$ cat src/rtl/serial_adder_if.sv
// Operand/result bundle for the serial add/subtract sequencer.
// The master issues start/mode/a/b; the slave (the sequencer) returns
// busy/done and the registered result.
interface serial_adder_if #(
    parameter int WIDTH = 8
);
    logic             start;
    logic             mode;
    logic [WIDTH-1:0] a;
    logic [WIDTH-1:0] b;
    logic             busy;
    logic             done;
    logic [WIDTH-1:0] sum;
    logic             cout;
    logic             ovf;

    modport master (
        output start, mode, a, b,
        input  busy, done, sum, cout, ovf
    );

    modport slave (
        input  start, mode, a, b,
        output busy, done, sum, cout, ovf
    );
endinterface

$ cat src/rtl/serial_adder_ctrl.sv
// Bit-serial add/subtract: one full-adder slice reused for every bit,
// LSB first, one bit per clock, with a start/busy/done handshake.

// Gate-level half adder; two of these plus an OR form the bit-slice.
module half_adder (
    input  logic x,
    input  logic y,
    output logic s,
    output logic c
);
    assign s = x ^ y;
    assign c = x & y;
endmodule

// state | meaning
// IDLE  | waiting for start; operands latched on the accepting edge
// RUN   | one result bit produced per clock, WIDTH clocks total
// DONE  | one-cycle done pulse; result already registered
module serial_adder_ctrl #(
    parameter int WIDTH = 8
) (
    input  logic          clk,
    input  logic          reset,
    serial_adder_if.slave bus
);
    localparam int            CW   = $clog2(WIDTH);
    localparam logic [CW-1:0] LAST = CW'(WIDTH - 1);

    typedef enum logic [1:0] {
        IDLE = 2'd0,
        RUN  = 2'd1,
        DONE = 2'd2
    } state_t;

    state_t state;
    state_t state_nxt;

    logic [WIDTH-1:0] sa;
    logic [WIDTH-1:0] sb;
    logic [WIDTH-1:0] res;
    logic [WIDTH-1:0] res_nxt;
    logic [WIDTH-1:0] sum_r;
    logic             carry;
    logic             cout_r;
    logic             ovf_r;
    logic [CW-1:0]    cnt;

    logic load;
    logic last;
    logic busy_c;
    logic done_c;

    logic s1;
    logic c1;
    logic s_bit;
    logic c2;
    logic co;

    // The shared bit-slice: two half adders, OR of their carries.
    half_adder ha0 (.x(sa[0]), .y(sb[0]), .s(s1),    .c(c1));
    half_adder ha1 (.x(s1),    .y(carry), .s(s_bit), .c(c2));
    assign co = c1 | c2;

    // New bit enters at the MSB so after WIDTH shifts the LSB sits at bit 0.
    assign res_nxt = {s_bit, res[WIDTH-1:1]};

    // State register.
    always_ff @(posedge clk) begin
        if (reset) begin
            state <= IDLE;
        end else begin
            state <= state_nxt;
        end
    end

    // Next-state and handshake decode; outputs depend on state only.
    always_comb begin
        state_nxt = state;
        load      = 1'b0;
        last      = 1'b0;
        busy_c    = 1'b0;
        done_c    = 1'b0;
        case (state)
            IDLE: begin
                if (bus.start) begin
                    load      = 1'b1;
                    state_nxt = RUN;
                end
            end
            RUN: begin
                busy_c = 1'b1;
                if (cnt == LAST) begin
                    last      = 1'b1;
                    state_nxt = DONE;
                end
            end
            DONE: begin
                done_c    = 1'b1;
                state_nxt = IDLE;
            end
            default: begin
                state_nxt = IDLE;
            end
        endcase
    end

    // Operand shift registers, carry flip-flop, bit counter, partial result.
    // Subtract is a + ~b + 1, so ~b is stored and the carry starts at 1.
    always_ff @(posedge clk) begin
        if (reset) begin
            sa    <= '0;
            sb    <= '0;
            res   <= '0;
            carry <= 1'b0;
            cnt   <= '0;
        end else if (load) begin
            sa    <= bus.a;
            sb    <= bus.mode ? ~bus.b : bus.b;
            res   <= '0;
            carry <= bus.mode;
            cnt   <= '0;
        end else if (state == RUN) begin
            sa    <= sa >> 1;
            sb    <= sb >> 1;
            res   <= res_nxt;
            carry <= co;
            cnt   <= cnt + CW'(1);
        end
    end

    // Visible result: updated only on the final RUN edge so partial sums never show.
    // On that edge carry holds the carry into the MSB, so ovf = carry_in ^ carry_out.
    always_ff @(posedge clk) begin
        if (reset) begin
            sum_r  <= '0;
            cout_r <= 1'b0;
            ovf_r  <= 1'b0;
        end else if (last) begin
            sum_r  <= res_nxt;
            cout_r <= co;
            ovf_r  <= carry ^ co;
        end
    end

    assign bus.busy = busy_c;
    assign bus.done = done_c;
    assign bus.sum  = sum_r;
    assign bus.cout = cout_r;
    assign bus.ovf  = ovf_r;
endmodule

$ cat src/flat_wrapper.sv
// flat-port wrapper written by rule: the top's interface ports become plain ports
module serial_adder_ctrl_flat 
#(
    parameter int WIDTH = 8
)
  (clk, reset, bus_start, bus_mode, bus_a, bus_b, bus_busy, bus_done, bus_sum, bus_cout, bus_ovf);
  serial_adder_if #(.WIDTH(WIDTH)) bus_i ();
  input  logic clk;
  input  logic reset;
  input wire logic [$bits(bus_i.start)-1:0] bus_start;
  input wire logic [$bits(bus_i.mode)-1:0] bus_mode;
  input wire logic [$bits(bus_i.a)-1:0] bus_a;
  input wire logic [$bits(bus_i.b)-1:0] bus_b;
  output wire logic [$bits(bus_i.busy)-1:0] bus_busy;
  output wire logic [$bits(bus_i.done)-1:0] bus_done;
  output wire logic [$bits(bus_i.sum)-1:0] bus_sum;
  output wire logic [$bits(bus_i.cout)-1:0] bus_cout;
  output wire logic [$bits(bus_i.ovf)-1:0] bus_ovf;
  assign bus_i.start = bus_start;
  assign bus_i.mode = bus_mode;
  assign bus_i.a = bus_a;
  assign bus_i.b = bus_b;
  assign bus_busy = bus_i.busy;
  assign bus_done = bus_i.done;
  assign bus_sum = bus_i.sum;
  assign bus_cout = bus_i.cout;
  assign bus_ovf = bus_i.ovf;
  serial_adder_ctrl #(.WIDTH(WIDTH)) u_core (.clk(clk), .reset(reset), .bus(bus_i));
endmodule
$ cat config.mk
export PLATFORM = sky130hd
export DESIGN_NAME = serial_adder_ctrl_flat
export DESIGN_NICKNAME = d
export VERILOG_FILES = /design/src/rtl/serial_adder_if.sv /design/src/rtl/serial_adder_ctrl.sv /design/src/flat_wrapper.sv
export SDC_FILE = /design/constraint.sdc
export NUM_CORES = 1
export LEC_CHECK = 0
export ABC_CLOCK_PERIOD_IN_PS = 1600
export BUFFER_PORTS_ARGS = -buffer_cell sky130_fd_sc_hd__buf_4
export CORE_ASPECT_RATIO = 1.4
export CORE_MARGIN = 2
export CORE_UTILIZATION = 53
export CTS_CLUSTER_SIZE = 16
export DETAILED_ROUTE_END_ITERATION = 8
export PLACE_DENSITY = 0.75
export SLEW_MARGIN = 5
export SYNTH_ARGS = -nofsm -noshare
export SYNTH_HDL_FRONTEND = slang
export SYNTH_HIERARCHICAL = 1
export SYNTH_SLANG_ARGS = --single-unit
$ cat constraint.sdc
create_clock -name clk -period 1.6 [get_ports clk]
set_input_delay 0.16 -clock clk [delete_from_list [all_inputs] [get_ports clk]]
set_output_delay 0.16 -clock clk [all_outputs]
set_load 0.02 [all_outputs]
; Word-level counts from Yosys, hierarchy flattened
; Cells that the tools add are included.
[word_totals]
regBits = 40
output_inout_bits = 12
[classes]
n_bitwise = 7
n_mux = 16
reduce_logical = 4
eq_ne = 5
add_sub_neg = 1
[op_table]
columns = op, count
row1 = 8-bit two-way mux, 5
row2 = 1-bit two-way mux, 8
row3 = 8-bit inverter, 1
row4 = 2-bit two-way mux, 2
row5 = 2-bit one-hot mux with 2 select lines, 1
row6 = "3-bit by 1-bit adder with 3-bit output, second input constant", 1
row7 = "3-bit == test, second input constant", 1
row8 = 1-bit bitwise XOR, 3
row9 = 1-bit AND, 2
row10 = "2-bit by 1-bit == test with 1-bit output, second input constant", 1
row11 = "2-bit == test, second input constant", 1
row12 = 2-bit zero test, 1
row13 = "2-bit by 1-bit != test with 1-bit output, second input constant", 1
row14 = "2-bit != test, second input constant", 1
row15 = 2-bit AND reduction, 1
row16 = 2-bit nonzero test, 1
row17 = 2-bit OR reduction, 1
row18 = 1-bit OR, 1

; Longest topological paths before layout
[logic_depth]
word_depth = 5
depth_mapped = 7
depth_no_buf = 5

; Cells and area by module
; Netlist, hierarchy kept.
[modules_own_cells]
columns = module, cells_per_inst, area_per_inst_um2, n_inst, seq_area_each_um2
row1 = serial_adder_ctrl, 193, 1619.1, 1, 780.7
row2 = half_adder, 1, 12.5, 2, 0.0

; Worst setup path before layout
; Ideal clock, no wire load.
[synth_path]
path_kind = flip-flop to flip-flop
from = reg u_core.sb[0]
to = reg u_core.ovf_r, in the netlist u_core/bus.ovf
arrival_time_ps = 1241
setup_time_ps = 132
slack_ps = 227
stages_incl_launch_ff = 6
required_time_ps = 1468
n_path_buf = 0
synth_period_minus_slack_ps = 1373
path_cell_list = dfxtp_1 > ha_1 > ha_1 > or3_1 > nand3_1 > a21oi_1
[synth_between]
elab_chain_len = 4
[synth_lines]
columns = element, line_no
row1 = "start, declared", serial_adder_ctrl.sv:39  ; logic [WIDTH-1:0] sb;
row2 = "start signal, assigned", serial_adder_ctrl.sv:118  ; sb <= bus.mode ? ~bus.b : bus.b;
row3 = "start signal, assigned", serial_adder_ctrl.sv:124  ; sb <= sb >> 1;
row4 = 1-bit bitwise XOR, serial_adder_ctrl.sv:11  ; assign s = x ^ y;
row5 = net u_core.s1, serial_adder_ctrl.sv:53  ; logic s1;
row6 = 1-bit AND, serial_adder_ctrl.sv:12  ; assign c = x & y;
row7 = net u_core.c2, serial_adder_ctrl.sv:56  ; logic c2;
row8 = 1-bit OR, serial_adder_ctrl.sv:62  ; assign co = c1 | c2;
row9 = 1-bit bitwise XOR, serial_adder_ctrl.sv:141  ; ovf_r <= carry ^ co;
row10 = "end signal, assigned", serial_adder_ctrl.sv:141
row11 = "end, declared", serial_adder_ctrl.sv:45  ; logic ovf_r;
; The timed path passes the listed nets, and every way through them passes these cells.
; A chain may end at the register's enable or synchronous reset.

; Worst setup path in the final report
; Same ends and word-level chain as after synthesis.

==> results_dict.tcl <==
set metrics [dict create \
    groute.usage.overall_pct 21.0 \
    crit_top_cell "ha_1" \
    tightest_slew_ns 0.495 \
    fp.dieW_um 51.1 \
    cp_slowest_stage_delay_ns 0.35 \
    seq_area_frac_synth_pct 47.5 \
    wirelength_mm 3.37 \
    cts_tree "built" \
    grt_overflow_total 0 \
    max_clock_freq_mhz 679 \
    start_kind "register" \
    asyncSetResetFlopFracSynth_pct 0 \
    pre_cts_slack_ns 0.151 \
    critPathBufInv 0 \
    drt_first_pass_iters 5 \
    min_from "bus_a[7]" \
    leakagePower_uw 0.000789 \
    synth-edff-count 0 \
    fin_crit_ns 1.47 \
    worstPathMaxFanout 4 \
    fin_nets 248 \
    core_region_area_um2 2910 \
    yosys_register_bits 39 \
    fin_ws_ns 0.127 \
    hold_viol 0 \
    hp-class "in2reg" \
    grt_pass1_vias 1401 \
    crit_type "reg2reg" \
    ant_nets 0 \
    cts_hold_buf 0 \
    worstSetupStartpoint "u_core/sb[0]" \
    cts.htree.levels 2 \
    critPathRequiredTime_ns 1.78 \
    avgSynthCellArea_um2 8.43 \
    setup_viol 0 \
    clkTransAtPathRegs_ns 0.08 \
    route.detailed.drc 0 \
    setup_tns_ns 0 \
    fp.dieArea_um2 3570 \
    cts_made_buffers 5 \
    grt_pass1_wl_mm 5.87 \
    vias_per_cell 5.35 \
    clockBufferDepth 2 \
    vias 1401 \
    antenna_found_initial 0 \
    slew_violations 0 \
    area_growth_pct 20.8 \
    initial_core_util_pct 56.6 \
    yosysTopAreaCell "dfxtp_1" \
    yosysMostFrequentCell "nand2_1" \
    grt_max_degree 27 \
    maxSlewHeadroom_pct 66.9 \
    cp_cell_sequence "ha_1 > ha_1 > or3_1 > nand3_1 > a21oi_1" \
    cts_root_buf "clkbuf_8" \
    postSynthCellCount 195 \
    run_status "completed" \
    place_congestion 0.771 \
    place_hpwl_mm 2.36 \
    crit_family "adder cells" \
    synth_ff_type "dfxtp_1" \
    numClockSinks 39 \
    endpoint_kind "register" \
    synthTopCellsByCount "45 x nand2_1, 39 x dfxtp_1, 26 x a21oi_1, 21 x nor2_1, 8 x xnor2_1" \
    drtIter0Drc 33 \
    worst_path_max_delay_cell "or3_1" \
    routedWlPerCell_um 12.9 \
    max_cap_violations 0 \
    synth_area_um2 1640 \
    clk_latency_ns 0.30 \
    finalCritPeriodShare_pct 92.1 \
    synth_warnings 6 \
    synth.area.top_cells "dfxtp_1 47%, nand2_1 10%, a21oi_1 7.9%" \
    die_h_um 69.9 \
    power_density_nw_per_um2 981 \
    ios 32 \
    worstPathArrival_ns 1.65 \
    syn_nets 219 \
    diodes 0 \
    rr_startpoint "u_core/sb[0]" \
    rsz0062_at_grt "no" \
    vdd_drop_max_mv 0.761 \
    synth.top_cell.area_share_pct 47.5 \
    fin_skew_ns 0.00674 \
    fp-row-count 23 \
    yosys.cell_types.count 30 \
    port_buffers 31 \
    drive_gt1_share_pct 22.2 \
]
final cells by class:
cell class                      instances  area [µm²]
Sequential cell                        39         782
Clock inverter                          3        25.0
Tap cell                               37        46.3
Timing Repair Buffer                   36         270
Multi-Input combinational cell        141         787
Inverter                                1        6.26
Fill cell                             252         921
Clock buffer                            5        68.8
worst register-to-register path: stages (launching register included):
cell     delay [ns]
dfxtp_1        0.33
ha_1           0.30
ha_1           0.22
or3_1          0.35
nand3_1        0.09
a21oi_1        0.07
worst paths after layout:
check / endpoint / slack, ns / cells after the start
max reg2reg: u_core/bus.ovf / 0.13 / 5
max: u_core/bus.ovf / 0.13 / 5
min: u_core/sa[7] / 0.11 / 3
min reg2reg: u_core/bus.sum[7] / 0.46 / 2
state kept, by name (all words and copies together) (netlist names):
| signal | cells |
|---|---|
| u_core/state | 2 |
| u_core/res | 7 |
| u_core/sa | 8 |
| u_core/bus.ovf | 1 |
| u_core/bus.sum | 8 |
| u_core/carry | 1 |
| u_core/cnt | 3 |
| u_core/sb | 8 |
| u_core/bus.cout | 1 |
cells in the final DEF (no fill, tap or decap):
master	instances
or3_1	1
xor2_1	1
xnor2_1	8
nand2b_1	4
o21a_1	1
inv_4	1
nor3_1	3
clkbuf_8	5
a311oi_1	1
nor2_1	21
a211oi_1	5
a22o_1	1
clkinvlp_4	1
or3b_1	1
o21ai_0	3
buf_4	36
nor2b_1	1
a21oi_1	26
nand2_1	45
a221o_1	7
o21ba_2	1
nand3b_1	1
dfxtp_2	1
clkinv_4	2
nand3_1	2
nor3b_2	1
dfxtp_1	38
or4b_4	1
or3b_2	1
and3b_1	1
ha_1	4
power breakdown:
| part | leakage, µW | total (µW) | internal, µW | switching [µW] |
|---|---|---|---|---|
| combinational | 0.000426 | 228 | 111 | 117 |
| clock | 0.0000443 | 678 | 311 | 367 |
| sequential | 0.000318 | 1040 | 1010 | 30.0 |
layer usage:
| metal | up-vias | share of wire [%] | global-route usage [%] |
|---|---|---|---|
| li1 | 717 | - | - |
| met1 | 656 | 44 | 24.1 |
| met2 | 24 | 51 | 35.5 |
| met3 | 4 | 4.9 | 5.98 |
| met4 | 0 | 0.56 | 9.31 |
| met5 | - | 0 | 0 |
kinds of logic (layout without fill, tap and decap cells):
| group | count (synthesis) | count (layout) | synth area share, % |
|---|---|---|---|
| AO/OA/AOI/OAI | 45 | 45 | 17.5 |
| buffers and inverters | 15 | 45 | 4.64 |
| XOR/XNOR | 9 | 9 | 4.79 |
| AND/OR/NAND/NOR | 83 | 83 | 22.5 |
| adder cells (fa/ha/maj) | 4 | 4 | 3.04 |
| flip-flops | 39 | 39 | 47.5 |
per-stage QoR:
step	power (µW)	instance area, µm²	util, %	hold slack, ns	instances
after global placement	1280	1890	65.0	0.414	254
after detailed placement	1290	1890	65.0	0.425	254
after global routing	2040	1990	68.3	0.128	262
after CTS	1970	1980	68.2	0.105	262
final	1950	1990	68.3	0.113	262
after floorplan	1210	1640	-	0.296	195
what timing repair did:
action | CTS | global route
gates resized for setup | 1 | 1
pin swaps | 0 | 0
setup endpoints to repair | 1 | 1
buffers inserted | 0 | 0
Power figures use the tool's default switching activity.
